<file path="src/rtl/eth_rx_mac.sv">
// rtl/eth_rx_mac.sv - byte-wide Ethernet receive MAC: preamble strip, FCS check, payload stream
module eth_rx_mac #(
    parameter int MAX_LEN = 1518,
    parameter int MIN_LEN = 64
) (
    input  logic        clk_125,
    input  logic        rst_n,
    input  logic [7:0]  rx_data,
    input  logic        rx_dv,
    input  logic        rx_er,
    output logic [7:0]  m_data,
    output logic        m_valid,
    output logic        m_last,
    output logic        m_err,
    output logic [15:0] frames_ok,
    output logic [15:0] frames_bad
);

    typedef enum logic [1:0] {IDLE, PREAMBLE, DATA, DROP} state_t;

    localparam logic [10:0] MAX_CNT  = 11'(MAX_LEN);
    localparam logic [10:0] MIN_CNT  = 11'(MIN_LEN);
    localparam logic [31:0] CRC_GOOD = 32'hDEBB20E3;

    state_t      state_q, state_d;
    logic [10:0] cnt_q, cnt_d;
    logic [31:0] crc_q, crc_d;
    logic [31:0] hold_q, hold_d;
    logic [7:0]  pend_q, pend_d;
    logic        err_q, err_d;
    logic [7:0]  m_data_q, m_data_d;
    logic        m_valid_q, m_valid_d;
    logic        m_last_q, m_last_d;
    logic        m_err_q, m_err_d;
    logic [15:0] frames_ok_q, frames_ok_d;
    logic [15:0] frames_bad_q, frames_bad_d;
    logic        ok_inc, bad_inc, final_err;

    // Reflected CRC-32, one byte, LSB first.
    function automatic logic [31:0] crc_byte(input logic [31:0] c_in, input logic [7:0] d);
        logic [31:0] c;
        c = c_in;
        for (int i = 0; i < 8; i++) begin
            if (c[0] ^ d[i]) c = (c >> 1) ^ 32'hEDB88320;
            else             c = c >> 1;
        end
        return c;
    endfunction

    // Next-state, datapath and beat generation. The 4-byte hold register delays
    // the stream so the FCS never reaches the output; pending is occupied once
    // five or more bytes have been seen, so the count alone tracks occupancy.
    always_comb begin
        state_d   = state_q;
        cnt_d     = cnt_q;
        crc_d     = crc_q;
        hold_d    = hold_q;
        pend_d    = pend_q;
        err_d     = err_q;
        m_data_d  = m_data_q;
        m_valid_d = 1'b0;
        m_last_d  = 1'b0;
        m_err_d   = 1'b0;
        ok_inc    = 1'b0;
        bad_inc   = 1'b0;
        final_err = (crc_q != CRC_GOOD) || err_q || (cnt_q < MIN_CNT);
        case (state_q)
            IDLE: begin
                if (rx_dv) begin
                    if (rx_data == 8'h55) begin
                        state_d = PREAMBLE;
                    end else begin
                        state_d = DROP;
                        bad_inc = 1'b1;
                    end
                end
            end
            PREAMBLE: begin
                if (!rx_dv || rx_er) begin
                    state_d = DROP;
                    bad_inc = 1'b1;
                end else if (rx_data == 8'hD5) begin
                    state_d = DATA;
                    cnt_d   = '0;
                    crc_d   = '1;
                    hold_d  = '0;
                    err_d   = 1'b0;
                end else if (rx_data != 8'h55) begin
                    state_d = DROP;
                    bad_inc = 1'b1;
                end
            end
            DATA: begin
                if (rx_dv) begin
                    if (cnt_q >= MAX_CNT) begin
                        // Oversize: close the frame as bad and discard the rest.
                        m_data_d  = pend_q;
                        m_valid_d = 1'b1;
                        m_last_d  = 1'b1;
                        m_err_d   = 1'b1;
                        bad_inc   = 1'b1;
                        state_d   = DROP;
                    end else begin
                        cnt_d  = (cnt_q == 11'h7FF) ? cnt_q : cnt_q + 11'd1;
                        crc_d  = crc_byte(crc_q, rx_data);
                        hold_d = {hold_q[23:0], rx_data};
                        if (rx_er) err_d = 1'b1;
                        if (cnt_q >= 11'd4) pend_d = hold_q[31:24];
                        if (cnt_q >= 11'd5) begin
                            m_data_d  = pend_q;
                            m_valid_d = 1'b1;
                        end
                    end
                end else begin
                    state_d = IDLE;
                    if (cnt_q <= 11'd4) begin
                        bad_inc = 1'b1;
                    end else begin
                        m_data_d  = pend_q;
                        m_valid_d = 1'b1;
                        m_last_d  = 1'b1;
                        m_err_d   = final_err;
                        ok_inc    = !final_err;
                        bad_inc   = final_err;
                    end
                end
            end
            default: begin
                if (!rx_dv) state_d = IDLE;
            end
        endcase
        frames_ok_d  = (ok_inc && frames_ok_q != 16'hFFFF) ? frames_ok_q + 16'd1 : frames_ok_q;
        frames_bad_d = (bad_inc && frames_bad_q != 16'hFFFF) ? frames_bad_q + 16'd1 : frames_bad_q;
    end

    // State and output registers; reset lands in DROP so a frame in flight is discarded.
    always_ff @(posedge clk_125 or negedge rst_n) begin
        if (!rst_n) begin
            state_q      <= DROP;
            cnt_q        <= '0;
            crc_q        <= '0;
            hold_q       <= '0;
            pend_q       <= '0;
            err_q        <= 1'b0;
            m_data_q     <= '0;
            m_valid_q    <= 1'b0;
            m_last_q     <= 1'b0;
            m_err_q      <= 1'b0;
            frames_ok_q  <= '0;
            frames_bad_q <= '0;
        end else begin
            state_q      <= state_d;
            cnt_q        <= cnt_d;
            crc_q        <= crc_d;
            hold_q       <= hold_d;
            pend_q       <= pend_d;
            err_q        <= err_d;
            m_data_q     <= m_data_d;
            m_valid_q    <= m_valid_d;
            m_last_q     <= m_last_d;
            m_err_q      <= m_err_d;
            frames_ok_q  <= frames_ok_d;
            frames_bad_q <= frames_bad_d;
        end
    end

    assign m_data     = m_data_q;
    assign m_valid    = m_valid_q;
    assign m_last     = m_last_q;
    assign m_err      = m_err_q;
    assign frames_ok  = frames_ok_q;
    assign frames_bad = frames_bad_q;

endmodule

</file>
<file path="config.mk">
export PLATFORM = sky130hd
export DESIGN_NAME = eth_rx_mac
export DESIGN_NICKNAME = d
export VERILOG_FILES = /design/src/rtl/eth_rx_mac.sv
export SDC_FILE = /design/constraint.sdc
export NUM_CORES = 1
export LEC_CHECK = 0
export ABC_AREA = 1
export BUFFER_PORTS_ARGS = -buffer_cell sky130_fd_sc_hd__buf_4
export CORE_ASPECT_RATIO = 0.75
export CORE_UTILIZATION = 50
export CTS_BUF_LIST = sky130_fd_sc_hd__clkbuf_4
export CTS_CLUSTER_DIAMETER = 30
export DETAILED_ROUTE_END_ITERATION = 16
export PLACE_DENSITY = 0.69
export SYNTH_ARGS = -nofsm -noshare
export SYNTH_HDL_FRONTEND = slang
export SYNTH_SLANG_ARGS = --single-unit
</file>
<file path="constraint.sdc">
create_clock -name clk_125 -period 2.5 [get_ports clk_125]
set_input_delay 0.5 -clock clk_125 [delete_from_list [all_inputs] [get_ports clk_125]]
set_output_delay 0.5 -clock clk_125 [all_outputs]
set_load 0.02 [all_outputs]
</file>
==> results of run 1 <==
==> timing repair <==
action,CTS,global route
buffers inserted,0,0
hold buffers,1,0
hold endpoints to repair,36,0
==> final timing paths <==
check | cells past startpoint | start | end
worst max-delay path | 9 | state_q[0] | crc_q[17]
worst min-delay path | 3 | rx_data[6] | hold_q[6]
worst max register to register | 9 | state_q[0] | crc_q[17]
worst min register to register | 2 | m_data[0] | m_data[0]
max in group asynchronous | 3 | rst_n | crc_q[3]
min in group asynchronous | 2 | rst_n | hold_q[5]
==> cell usage after synthesis (3+ instances only) <==
library cell	count
a21oi_1	11
buf_2	10
buf_4	5
buf_6	3
clkbuf_1	6
dfrtp_1	127
ha_1	4
inv_1	133
inv_2	5
nand2_1	310
nand2_2	3
nand3_1	83
nand3b_1	6
nand4_1	25
nor2_1	63
nor2_2	4
nor3_1	22
nor4_1	4
o21ai_0	30
o21ai_1	15
o22ai_1	27
o31ai_1	3
or2_2	3
xnor2_1	12
xor2_1	39
==> worst reg2reg max path: stages, from the launching register on <==
cell     delay (ns)
dfstp_2        0.57
inv_1          0.07
nor2_2         0.28
o21ai_4        0.14
nand3_4        0.14
nand2_4        0.13
inv_2          0.54
nand2_1        0.14
nand2_1        0.10
inv_1          0.04
==> sequential cells by signal, summed over array words and instances (netlist names) <==
name	count
crc_q	32
hold_q	32
frames_bad	16
frames_ok	16
cnt_q	11
m_data	8
pend_q	8
state_q	2
err_q	1
m_err	1
m_last	1
m_valid	1
==> placed cells by master, fill, tap and decap left out, drive strengths merged, types with 2 or more instances in the layout <==
cell / n
buf: 72
a32oi: 2
nor2: 67
nand3b: 6
nand4: 27
xor2: 39
o21ai: 46
nand2: 314
xnor2: 14
a21boi: 2
o31ai: 4
nand2b: 2
clkinv: 3
nor4: 4
clkbuf: 17
nand3: 86
a21oi: 11
a22oi: 2
dfstp: 2
o22ai: 27
inv: 148
dfrtp: 127
ha: 4
or2: 3
nor3: 24
==> routing by layer <==
metal | share of wire, % | wire length [um] | GRT usage [%] | vias to the layer above
li1 | - | - | - | 3284
met1 | 50 | 8710 | 35.9 | 3000
met4 | 1.5 | 256 | 6.61 | 0
met2 | 43 | 7540 | 36.4 | 174
met5 | 0 | 0 | 0 | -
met3 | 5.2 | 897 | 4.87 | 22
==> power by group through the flow <==
| stage | clock [W] | combinational (W) | sequential (W) |
|---|---|---|---|
| after floorplan | 0 | 0.00329 | 0.00327 |
| after global placement | 0 | 0.00438 | 0.00326 |
| after detailed placement | 0 | 0.00442 | 0.00328 |
| after CTS | 0.00158 | 0.00445 | 0.00324 |
| after global routing | 0.00166 | 0.00508 | 0.00333 |
| final | 0.00154 | 0.00448 | 0.00324 |
==> per-stage QoR <==
| stage | setup WS [ns] | util, % | hold WS [ns] |
|---|---|---|---|
| 2_1_floorplan | 0.686 | - | 0.204 |
| 3_3_place_gp | 0.297 | 57.1 | 0.446 |
| 3_5_place_dp | 0.262 | 57.1 | 0.444 |
| 4_1_cts | 0.282 | 59.4 | 0.253 |
| 5_1_grt | 0.0187 | 59.4 | 0.238 |
| 6_report | 0.256 | 59.4 | 0.272 |
==> final cells by class <==
class	instances	area, um2
timing repair buffer	73	567
clock buffer	17	128
clock inverter	15	184
sequential	129	3230
multi-input combinational	690	3460
fill	1297	5700
inverter	138	518
tap	195	244
==> cells by family after synthesis <==
kind of cell | count (synthesis) | share of synthesized area [%]
buf+inv | 162 | 9.01
flops | 129 | 44.0
xor+xnor | 53 | 6.67
fa+ha+maj | 4 | 0.681
compound gates | 99 | 8.02
simple gates | 534 | 31.7
==> run metrics, run 1 <==
status=complete, no violations; flop2flop setup slack=0.26 ns; Area contributors post-synth=dfrtp_1, nand2_1, inv_1, nand3_1, xor2_1; Worst Path Arrival=2.68 ns; dpl hpwl=12.5 mm; min Tclk post-route=2.24 ns; CP required=2.94 ns; Crit. End Element=register; Vias per Instance=5.16; Clk pwr share=16.6%; Leakage=4.24 nW; io pins=55; Post-Syn Instances=981; sequential power share=35.0%; Core Area=14000 um2; Synth top area share=43.2%; CTS tree=done; cell area after layout=8330 um2; clock latency on the worst-skew pair=0.55 ns; n_diodes=0; Pint=0.00486 W; Setup TNS=0 ns; post-route clock skew=0.0250 ns; Critical Path Max Stage Delay=0.57 ns; fmax=0.446 GHz; layout cells sized above 1=12.6%; Worst Path Buf+Inv=3; Synth Cell Area=7350 um2; final slew viol count=0; asr flop ratio synth=100%; distinct cell type count after synthesis=46; drt initial violations=563; Switching Share=47.5%; clk buf depth=2; initial antenna violation count=0; Die X=142 um; Die Footprint=15200 um2; TritonCTS buffer count=17; Net Switching=0.00440 W; Max stage delay cell, worst path=dfstp_2; first-pass GRT wire length=29.0 mm; Final #Nets=1065; DRT antenna net count=0; critical path class=reg2reg; crit path cell chain=inv_1 -> nor2_2 -> o21ai_4 -> nand3_4 -> nand2_4 -> inv_2 -> nand2_1 -> nand2_1 -> inv_1; Starting Density=52.4%; largest net degree at the start of global routing=55; post-synth top area cell=dfrtp_1; Max transition margin=54.4%; Ys Warns=0; Clock Tree Root=clkbuf_4; CTS Sinks=129; EDFF count, synth=0; wire per inst=13.8 um; GRT overflow=0; Detailed Route WL=17.4 mm; clock slew at reported path FFs=0.13 ns; vias in the first global route=5734; Final Hold Violating Endpoints=0; Area Growth Syn to Fin=13.3%; Mapped Nets=997; worst min path class=in2reg; Pwr Total=0.00926 W; Cells after DPL=1224; Max FO, Critical Path=35; average cell area after synthesis=7.49 um2; RSZ-0062 raised after global routing=no; synthesized flop and latch total=129; I/O Buffers=54; Final setup viols=0; sequential area share after synthesis=44.0%; maximum VDD drop=0.000815 V; DR DRC count=0; vias=6480; top_reg_cell synth=dfrtp_1; GP Congestion=0.913; H-tree Lvls=4; CP top delay family=simple AND/OR/NAND/NOR gates; placed cell areas=8010 um2; P per Cell Area=1110 nW/um2; Comb pwr share=48.4%; Total GRT Usage=24.4%; post-CTS sizing=0; Tcrit/Tclk final=89.8%; Die Span Y=107 um; Post-Layout Cell Count=1257; Max-Cap Viols=0; First-pass DRT Iterations=5; FP Rows=37; Worst setup SP type=register; Worst Tran Pin Value=0.682 ns
Power figures use the tool's default switching activity.
==> run 2: changes to the inputs <==
--- a/config.mk
+++ b/config.mk
@@ -13,6 +13,7 @@
 export CTS_CLUSTER_DIAMETER = 30
 export DETAILED_ROUTE_END_ITERATION = 16
 export PLACE_DENSITY = 0.69
+export RECOVER_POWER = 50
 export SYNTH_ARGS = -nofsm -noshare
 export SYNTH_HDL_FRONTEND = slang
 export SYNTH_SLANG_ARGS = --single-unit
==> run metrics, run 2 (synthesis results as in run 1) <==
final slew viol count=0; layout cells sized above 1=10.7%; Min Hold Slack=0.271 ns; Post-Layout Cell Count=1257; P per Cell Area=1120 nW/um2; Critical Path Max Stage Delay=0.57 ns; Setup TNS=0 ns; FP Rows=37; CTS tree=done; clock latency on the worst-skew pair=0.55 ns; Post-CTS Setup Bufs=0; Starting Density=52.4%; min Tclk post-route=2.25 ns; Switching Share=47.8%; Cells after DPL=1224; Final setup viols=0; most common cell after layout, fill and taps aside=nand2_1; Max FO, Critical Path=35; cts hold-fix bufs=1; highest-count cells in the layout ignoring fill and taps=nand2_1, inv_1, dfrtp_1; Tcrit/Tclk final=89.8%; Place WS=0.262 ns; n_diodes=0; critical path class=reg2reg; Clock Tree Root=clkbuf_4; maximum VDD drop=0.000816 V; Detailed Route WL=17.4 mm; worst min path class=in2reg; final worst slack=0.254 ns; biggest regs=crc_q x32, hold_q x32; Die Footprint=15200 um2; Vias per Instance=5.14; post-CTS sizing=0; Net Switching=0.00440 W; Crit. End Element=register; first-pass GRT wire length=29.0 mm; Max stage delay cell, worst path=dfstp_2; status=complete, no violations; GP Congestion=0.913; Comb pwr share=48.0%; First-pass DRT Iterations=6; dpl hpwl=12.5 mm; vias=6461; DRT antenna net count=0; H-tree Lvls=4; Worst setup SP type=register; Leakage=4.15 nW; Die Span Y=107 um; Area Growth Syn to Fin=12.0%; initial antenna violation count=0; GRT overflow=0; CP required=2.94 ns; fmax=0.445 GHz; Worst Path Buf+Inv=3; Max-Cap Viols=0; drt initial violations=533; RSZ-0062 raised after global routing=no; Max transition margin=30.1%; sequential power share=35.2%; Pint=0.00481 W; Clk pwr share=16.7%; Final #Nets=1065; Worst Path Arrival=2.68 ns; Final Hold Violating Endpoints=0; wire per inst=13.8 um; clock slew at reported path FFs=0.13 ns; largest net degree at the start of global routing=55; CTS Sinks=129; vias in the first global route=5734; Core Area=14000 um2; io pins=55; CP top delay family=simple AND/OR/NAND/NOR gates; clk buf depth=2; crit path cell chain=inv_1 -> nor2_2 -> o21ai_4 -> nand3_4 -> nand2_4 -> inv_2 -> nand2_1 -> nand2_1 -> inv_1; I/O Buffers=54; TritonCTS buffer count=17; Worst Tran Pin Value=1.05 ns; DR DRC count=0; Die X=142 um; Total GRT Usage=24.4%; post-route clock skew=0.0241 ns
[run 2: final cells by class]
type                            count  area [um2]
Clock buffer                       17         128
Clock inverter                     15         184
Fill cell                        1328        5800
Inverter                          138         518
Multi-Input combinational cell    690        3460
Sequential cell                   129        3230
Tap cell                          195         244
Timing Repair Buffer               73         470
[run 2: worst min-delay path, stage by stage]
cell and delay, ns:
buf_4 0.13, inv_1 0.06, o22ai_1 0.08
[run 2: power by group through the flow]
stage	clock network [W]	logic [W]	registers, W
after floorplan	0	0.00329	0.00327
after global placement	0	0.00438	0.00326
after detailed placement	0	0.00442	0.00328
after CTS	0.00158	0.00445	0.00324
after global routing	0.00166	0.00502	0.00333
final	0.00154	0.00442	0.00324
[run 2: path summary, 6_finish.rpt]
path	from	to	slack, ns	cells past startpoint
setup / recovery	state_q[0]	crc_q[17]	0.25	9
hold / removal	rx_data[6]	hold_q[6]	0.27	3
setup reg to reg	state_q[0]	crc_q[17]	0.25	9
hold reg to reg	m_data[5]	m_data[5]	0.50	2
max in group asynchronous	rst_n	cnt_q[7]	0.46	3
min in group asynchronous	rst_n	crc_q[23]	0.66	2
[run 2: layer usage]
layer | global-route usage, % | vias to the layer above | share of wire [%]
met5 | 0 | - | 0
met4 | 6.61 | 0 | 1.4
met3 | 4.87 | 20 | 5.7
met2 | 36.4 | 185 | 44
met1 | 35.9 | 2968 | 49
li1 | - | 3288 | -
[run 2: per-stage QoR]
stage                     instance area, um2  total power (W)  utilization, %
final                                   8230          0.00920            58.7
after detailed placement                8010          0.00770            57.1
after global placement                  8010          0.00764            57.1
after global routing                    8230           0.0100            58.7
after floorplan                         7350          0.00656               -
after CTS                               8330          0.00926            59.4
